===== src/rtl/cdc_handshake_tx.sv =====
`default_nettype none
// ============================================================================
// Module   : cdc_handshake_tx
// Brief    : Source end of a four-phase req/ack crossing for multi-bit words.
// Revision : 1.0 - initial release
// ============================================================================
module cdc_handshake_tx #(
   parameter int DATA_W      = 8,
   parameter int SYNC_STAGES = 2,
   parameter int TIMEOUT     = 64,
   parameter int CNT_W       = 16
) (
   input  logic              clk,
   input  logic              reset,
   input  logic              in_valid,
   output logic              in_ready,
   input  logic [DATA_W-1:0] in_data,
   output logic              tx_req,
   output logic [DATA_W-1:0] tx_data,
   input  logic              tx_ack_async,
   output logic              done_pulse,
   input  logic              err_clr,
   output logic              timeout_err,
   output logic [CNT_W-1:0]  tx_count
);

   localparam int c_TO_W = (TIMEOUT > 0) ? $clog2(TIMEOUT + 1) : 1;
   localparam logic [c_TO_W-1:0] c_TO_FULL = c_TO_W'(TIMEOUT);
   localparam logic [c_TO_W-1:0] c_TO_LAST = c_TO_W'((TIMEOUT > 0) ? TIMEOUT - 1 : 0);

   typedef enum logic [1:0] {
      IDLE    = 2'd0,
      LOAD    = 2'd1,
      REQ     = 2'd2,
      RELEASE = 2'd3
   } state_t;

   state_t                 r_state;
   logic [SYNC_STAGES-1:0] r_ack_sync;
   logic [c_TO_W-1:0]      r_to_cnt;

   logic w_ack_s;
   logic w_ready;
   logic w_wait_state;
   logic w_leave;
   logic w_to_hit;

   // Only the last synchronizer stage is ever observed by the FSM.
   always_ff @(posedge clk or posedge reset) begin
      if (reset) begin
         r_ack_sync <= '0;
      end else begin
         r_ack_sync <= {r_ack_sync[SYNC_STAGES-2:0], tx_ack_async};
      end
   end

   assign w_ack_s      = r_ack_sync[SYNC_STAGES-1];
   assign w_ready      = (r_state == IDLE) && !w_ack_s;
   assign in_ready     = w_ready;
   assign w_wait_state = (r_state == REQ) || (r_state == RELEASE);
   assign w_leave      = ((r_state == REQ) && w_ack_s) || ((r_state == RELEASE) && !w_ack_s);
   // The flag is set on the cycle the counter reaches its limit, not while it sits saturated.
   assign w_to_hit     = (TIMEOUT != 0) && w_wait_state && !w_leave && (r_to_cnt == c_TO_LAST);

   always_ff @(posedge clk or posedge reset) begin
      if (reset) begin
         r_state     <= IDLE;
         tx_req      <= 1'b0;
         tx_data     <= '0;
         done_pulse  <= 1'b0;
         tx_count    <= '0;
         r_to_cnt    <= '0;
         timeout_err <= 1'b0;
      end else begin
         done_pulse <= 1'b0;

         case (r_state)
            IDLE: begin
               if (in_valid && w_ready) begin
                  tx_data <= in_data;
                  r_state <= LOAD;
               end
            end
            LOAD: begin
               tx_req  <= 1'b1;
               r_state <= REQ;
            end
            REQ: begin
               if (w_ack_s) begin
                  tx_req  <= 1'b0;
                  r_state <= RELEASE;
               end
            end
            RELEASE: begin
               if (!w_ack_s) begin
                  r_state    <= IDLE;
                  done_pulse <= 1'b1;
                  tx_count   <= tx_count + CNT_W'(1);
               end
            end
            default: begin
               r_state <= IDLE;
            end
         endcase

         if (!w_wait_state || w_leave) begin
            r_to_cnt <= '0;
         end else if (r_to_cnt != c_TO_FULL) begin
            r_to_cnt <= r_to_cnt + c_TO_W'(1);
         end

         if (w_to_hit) begin
            timeout_err <= 1'b1;
         end else if (err_clr) begin
            timeout_err <= 1'b0;
         end
      end
   end

endmodule
`default_nettype wire


===== config.mk =====
export PLATFORM = sky130hd
export DESIGN_NAME = cdc_handshake_tx
export DESIGN_NICKNAME = d
export VERILOG_FILES = /design/src/rtl/cdc_handshake_tx.sv
export SDC_FILE = /design/constraint.sdc
export NUM_CORES = 1
export LEC_CHECK = 0
export BUFFER_PORTS_ARGS = -buffer_cell sky130_fd_sc_hd__buf_2
export CORE_MARGIN = 4
export CORE_UTILIZATION = 56
export DETAILED_ROUTE_END_ITERATION = 6
export GPL_TIMING_DRIVEN = 0
export PLACE_DENSITY = 0.83
export SLEW_MARGIN = 30
export SYNTH_ARGS = -nofsm -noshare
export SYNTH_HDL_FRONTEND = slang
export SYNTH_SLANG_ARGS = --single-unit

===== constraint.sdc =====
create_clock -name clk -period 2.3 [get_ports clk]
set_input_delay 0.46 -clock clk [delete_from_list [all_inputs] [get_ports clk]]
set_output_delay 0.46 -clock clk [all_outputs]
set_load 0.01 [all_outputs]

# After elaboration in Yosys (flattened, before gate mapping)
# Cells that the tools add are included.
dict set report classes {
  add_sub_neg 2
  n_mul 0
  n_div 0
  order_cmp 0
  eq_ne 8
  n_shift 0
  muxes 12
  bitwise 1
  n_reduce_logical 20
}
# operator n
set ops {}
lappend ops {{16-bit by 1-bit adder with 16-bit output, second input constant} 1}
lappend ops {{7-bit 2-to-1 mux} 2}
lappend ops {{2-bit one-hot mux with 4 select lines} 1}
lappend ops {{7-bit by 1-bit adder with 7-bit output, second input constant} 1}
lappend ops {{7-bit by 6-bit == test with 1-bit output, second input constant} 1}
lappend ops {{7-bit inequality test, second input constant} 1}
lappend ops {{1-bit logical AND} 6}
lappend ops {{2-bit 2-to-1 mux} 3}
lappend ops {{2-bit AND reduction} 3}
lappend ops {{2-bit nonzero test} 3}
lappend ops {{1-bit 2-to-1 mux} 5}
lappend ops {{2-bit == test, second input constant} 2}
lappend ops {{2-bit inequality test, second input constant} 2}
lappend ops {{1-bit logical NOT} 3}
lappend ops {{1-bit logical OR} 3}
lappend ops {{3-bit AND reduction} 1}
lappend ops {{2-bit by 1-bit == test with 1-bit output, second input constant} 1}
lappend ops {{2-bit logical NOT} 1}
lappend ops {{2-bit by 1-bit inequality test with 1-bit output, second input constant} 1}
lappend ops {{1-bit one-hot mux with 2 select lines} 1}
lappend ops {{1-bit inverter} 1}
dict set report totals {
  register_bits 38
  latch_bits 0
  ram_bits 0
  mem_bits_ro 0
  in_bits 13
  out_inout_bits 28
  word_cells 51
  memories 0
}

# Longest topological paths before layout
dict set report depth {
  word_depth 7
  depth_mapped 6
  depth_no_buf 6
}

# Worst setup path after synthesis
# OpenSTA, ideal clock, no wires.
dict set report synth_path {
  kind {register to register}
  start {register r_state[0]}
  end {register timeout_err}
  setup_ps 141
  arrival_ps 1405
  required_ps 2159
  setup_slack_ps 754
  stages_incl_launch_ff 7
  path_buffers 0
  period_less_slack_ps 1546
  cell_sequence {dfrtp_1 -> inv_1 -> ha_1 -> inv_1 -> and3_2 -> a21oi_1 -> o32ai_1}
}
dict set report synth_between {
  elab_chain_cells 7
  elab_cells_between_ends 11
  classes_between {eq/ne: 2; mux: 1; reduce/logical: 8}
}
# element line
set synth_rtl {}
lappend synth_rtl {{start, declared} 38} ;# state_t r_state;
lappend synth_rtl {{start signal, assigned} 67} ;# r_state <= IDLE;
lappend synth_rtl {{start signal, assigned} 81} ;# r_state <= LOAD;
lappend synth_rtl {{start signal, assigned} 86} ;# r_state <= REQ;
lappend synth_rtl {{2-bit == test} {60, 61}}
lappend synth_rtl {{1-bit logical AND} 61} ;# assign w_leave = ((r_state == REQ) && w_ack_s) || ((r_state == RELEASE) && !w_ack_s);
lappend synth_rtl {{1-bit logical OR} 61}
lappend synth_rtl {{1-bit logical NOT} 63} ;# assign w_to_hit = (TIMEOUT != 0) && w_wait_state && !w_leave && (r_to_cnt == c_TO_LAST);
lappend synth_rtl {{1-bit logical AND * (2 in a row)} 63}
lappend synth_rtl {{1-bit 2-to-1 mux or 2-bit nonzero test (tied branches)} -}
lappend synth_rtl {{end signal, assigned} 73} ;# timeout_err <= 1'b0;
lappend synth_rtl {{end signal, assigned} 113} ;# timeout_err <= 1'b1;
lappend synth_rtl {{end signal, assigned} 115} ;# timeout_err <= 1'b0;
lappend synth_rtl {{end, declared} 23} ;# output logic timeout_err,
# Mark *: on every way between the ends. The rest lies on a longest branch, timed or not.
# A chain may end at the register's enable or synchronous reset.

# Worst setup path in the final report
dict set report layout_path {
  start {register r_state[0]}
  end {output port in_ready}
}
dict set report layout_between {
  elab_chain_cells 2
}
# element line
set layout_rtl {}
lappend layout_rtl {{2-bit logical NOT} 58} ;# assign w_ready = (r_state == IDLE) && !w_ack_s;
lappend layout_rtl {{1-bit logical AND} 58}
lappend layout_rtl {{end, declared} 16} ;# output logic in_ready,
# Every way passes these cells.

==> results.py <==
metrics = {
    "critical_path": {
        "regToRegEndpoint": "timeout_err",
        "worst_ep_arrival_time_ps": 1400,
        "worstPathRequired_ps": 1840,
        "cp-startpoint": "r_state[0]",
        "critPathCapture": "in_ready",
        "critPathMaxFanout": 4,
        "r2r_cells": 6,
        "path_class": "flop to output port",
        "endpoint_kind": "output port",
        "critPathLaunchType": "flop",
        "r2r_start": "r_state[0]",
        "reg2reg_slack_ps": 460,
    },
    "drt": {
        "drt_wl_total_um": 2892,
        "drc": 0,
        "dr_wl_met3_um": 204,
        "drt_iter0_drc": 44,
        "detail-route-antenna-nets": 0,
        "drt-met1-wl_um": 1253,
        "wl_per_cell_um": 13.33,
        "num_vias": 1152,
        "viasPerCell": 5.309,
        "dr_wl_met2_um": 1423,
        "drtPass1Iterations": 4,
        "routed.top_layer": "met4",
    },
    "cts": {
        "cts_tree": "yes",
        "cts_hold_buf": 0,
        "clockBufferDepth": 2,
        "h-tree-depth": 2,
        "postCtsSetupBuffers": 0,
        "clockRootBuffer": "clkbuf_4",
        "clock_latency_ps": 340,
        "clock-sinks": 38,
        "clkTransAtPathRegs_ps": 120,
        "cts-resized-gates": 0,
        "cts_buffers": 5,
    },
    "placement": {
        "dp_hpwl_um": 2226,
        "io_buffers": 40,
        "dp_cells": 209,
        "place_congestion": 0.7988,
    },
    "pwr": {
        "cellPowerDensity_mw_per_mm2": 1061,
        "ir_worst_vdd_mv": 0.6853,
        "total_power_mw": 2.149,
        "p_leak_nw": 1.021,
    },
    "cells_and_area": {
        "instances_no_fill": 217,
        "antenna_cells": 0,
        "layout-drive-gt1-share_pct": 34.95,
        "nets": 206,
        "areaGrowthSynthToFinish_pct": 20.55,
    },
    "yosys": {
        "yosysWarnings": 0,
        "netlist_area_sq_mm": 0.001680,
        "ys_seq_area_share_pct": 56.59,
        "synth.distinct_cells": 27,
        "syn-num-nets": 159,
        "yosys_register_bits": 38,
        "postSynthCellCount": 138,
        "syn_area_per_cell_sq_um": 12.18,
    },
    "sta": {
        "rsz0062_at_grt": "no",
        "period_minus_slack_ps": 1863,
        "relSlewSlack_pct": 50.14,
        "fin_hold_ws_ps": 215.5,
        "fmax_mhz": 536.9,
        "setup_viol": 0,
        "report.final.slew_viol_count": 0,
        "setup_tns_ps": 0,
        "hold_violations": 0,
        "clock-skew-final_ps": 6.313,
        "tightest_slew_ps": 746.8,
        "final.period_utilization_pct": 80.98,
    },
    "floorplanning": {
        "die_y_um": 62.78,
        "num_io_pins": 41,
        "rows": 19,
        "core_sq_mm": 0.002805,
        "die-area_sq_mm": 0.003941,
        "dieWidth_um": 62.78,
        "start_util_pct": 59.90,
    },
    "worst_hold_path": {
        "hp-class": "input pin to flop",
    },
    "job": {
        "drv_cap": 0,
    },
    "global_routing": {
        "first_global_vias": 1145,
        "gr-usage-all-layers_pct": 15.86,
        "grt_pass1_wl_um": 4981,
        "antenna_found_initial": 0,
        "grt_remaining_overflow": 0,
        "grt_start_max_net_pins": 39,
    },
    "status": {
        "outcome": "finished, final reports clean",
    },
}
## stage by stage
stage,instance area (sq um),worst slack [ps],utilization (%)
2_1_floorplan,1680,754.3,-
3_3_place_gp,1919,542.3,68.42
3_5_place_dp,1919,445.6,68.42
4_1_cts,2026,420.5,72.21
5_1_grt,2026,290.8,72.21
6_report,2026,437.4,72.21
## power breakdown
group,leakage [nW],switching (mW),internal [mW],total (mW)
Clock,0.0554,0.221,0.340,0.561
Sequential,0.495,0.133,0.828,0.961
Combinational,0.471,0.319,0.308,0.627
## sequential cells by signal, indices dropped and copies added, names as in the netlist
register,count
done_pulse,1
tx_req,1
r_to_cnt,7
timeout_err,1
r_state,2
r_ack_sync,2
tx_count,16
tx_data,8
## layout by cell type, fill, tap and decap left out, types with 6 or more instances in the layout
master	count
xnor2_1	15
nand4_1	6
buf_2	40
dfrtp_1	38
nand3_1	9
mux2_2	10
ha_1	8
nor2_1	11
inv_1	6
## final cells by class
| cell class | count | area [sq um] |
|---|---|---|
| Multi-Input combinational cell | 92 | 699.4 |
| Sequential cell | 38 | 950.9 |
| Timing Repair Buffer | 40 | 200.2 |
| Tap cell | 31 | 38.79 |
| Clock buffer | 5 | 37.54 |
| Inverter | 7 | 26.28 |
| Buffer | 1 | 3.754 |
| Fill cell | 217 | 779.5 |
| Clock inverter | 3 | 68.82 |
## per-layer routing
layer | up-vias | global-route usage [%]
met5 | - | 0
met3 | 2 | 7.014
met2 | 39 | 26.63
met4 | 0 | 4.132
li1 | 568 | -
met1 | 543 | 18.47
## cell usage after synthesis
library cell	n	area [sq um]
a21oi_1	5	25.02
and3_1	2	12.51
and2b_2	2	17.52
xor2_1	5	43.79
nand2_2	1	6.260
and4_1	1	8.760
and2_1	1	6.260
inv_1	7	26.28
nand2b_1	1	6.260
nand4_1	6	37.54
nand2_1	4	15.01
and4b_1	1	10.01
and4_4	1	11.26
xnor2_1	15	131.4
o32ai_1	1	8.760
dfrtp_1	38	950.9
nor2_1	11	41.29
ha_1	8	100.1
nor2b_1	1	6.260
mux2_2	10	112.6
nor4_1	1	6.260
mux2i_1	2	20.02
nand3_1	9	45.04
nor3_1	1	5.000
and3_2	2	15.01
clkbuf_1	1	3.750
nand3b_1	1	7.510
## worst min path at each step
stage	endpoint	slack, ps	start	cells past startpoint
4_1_cts	r_ack_sync[0]	200	tx_ack_async	1
3_3_place_gp	r_ack_sync[1]	330	r_ack_sync[0]	0
2_1_floorplan	r_ack_sync[1]	330	r_ack_sync[0]	0
3_5_place_dp	r_ack_sync[1]	340	r_ack_sync[0]	0
6_report	r_ack_sync[0]	220	tx_ack_async	1
5_1_grt	r_ack_sync[0]	190	tx_ack_async	1
## worst max-delay path, cell delays in order (launching register included)
cell     delay, ps
dfrtp_1        400
inv_1          100
ha_1           220
and2b_2        210
buf_2          140
## cells by family after synthesis
logic type / count (synthesis) / share of synthesized area (%)
adder cells (fa/ha/maj): 8 / 5.957
XOR/XNOR: 20 / 10.42
AND/OR/NAND/NOR: 46 / 15.34
buffers and inverters: 8 / 1.787
multiplexers: 12 / 7.893
flip-flops: 38 / 56.59
AO/OA/AOI/OAI: 6 / 2.010
No activity file was read; power rests on OpenSTA's default activity.
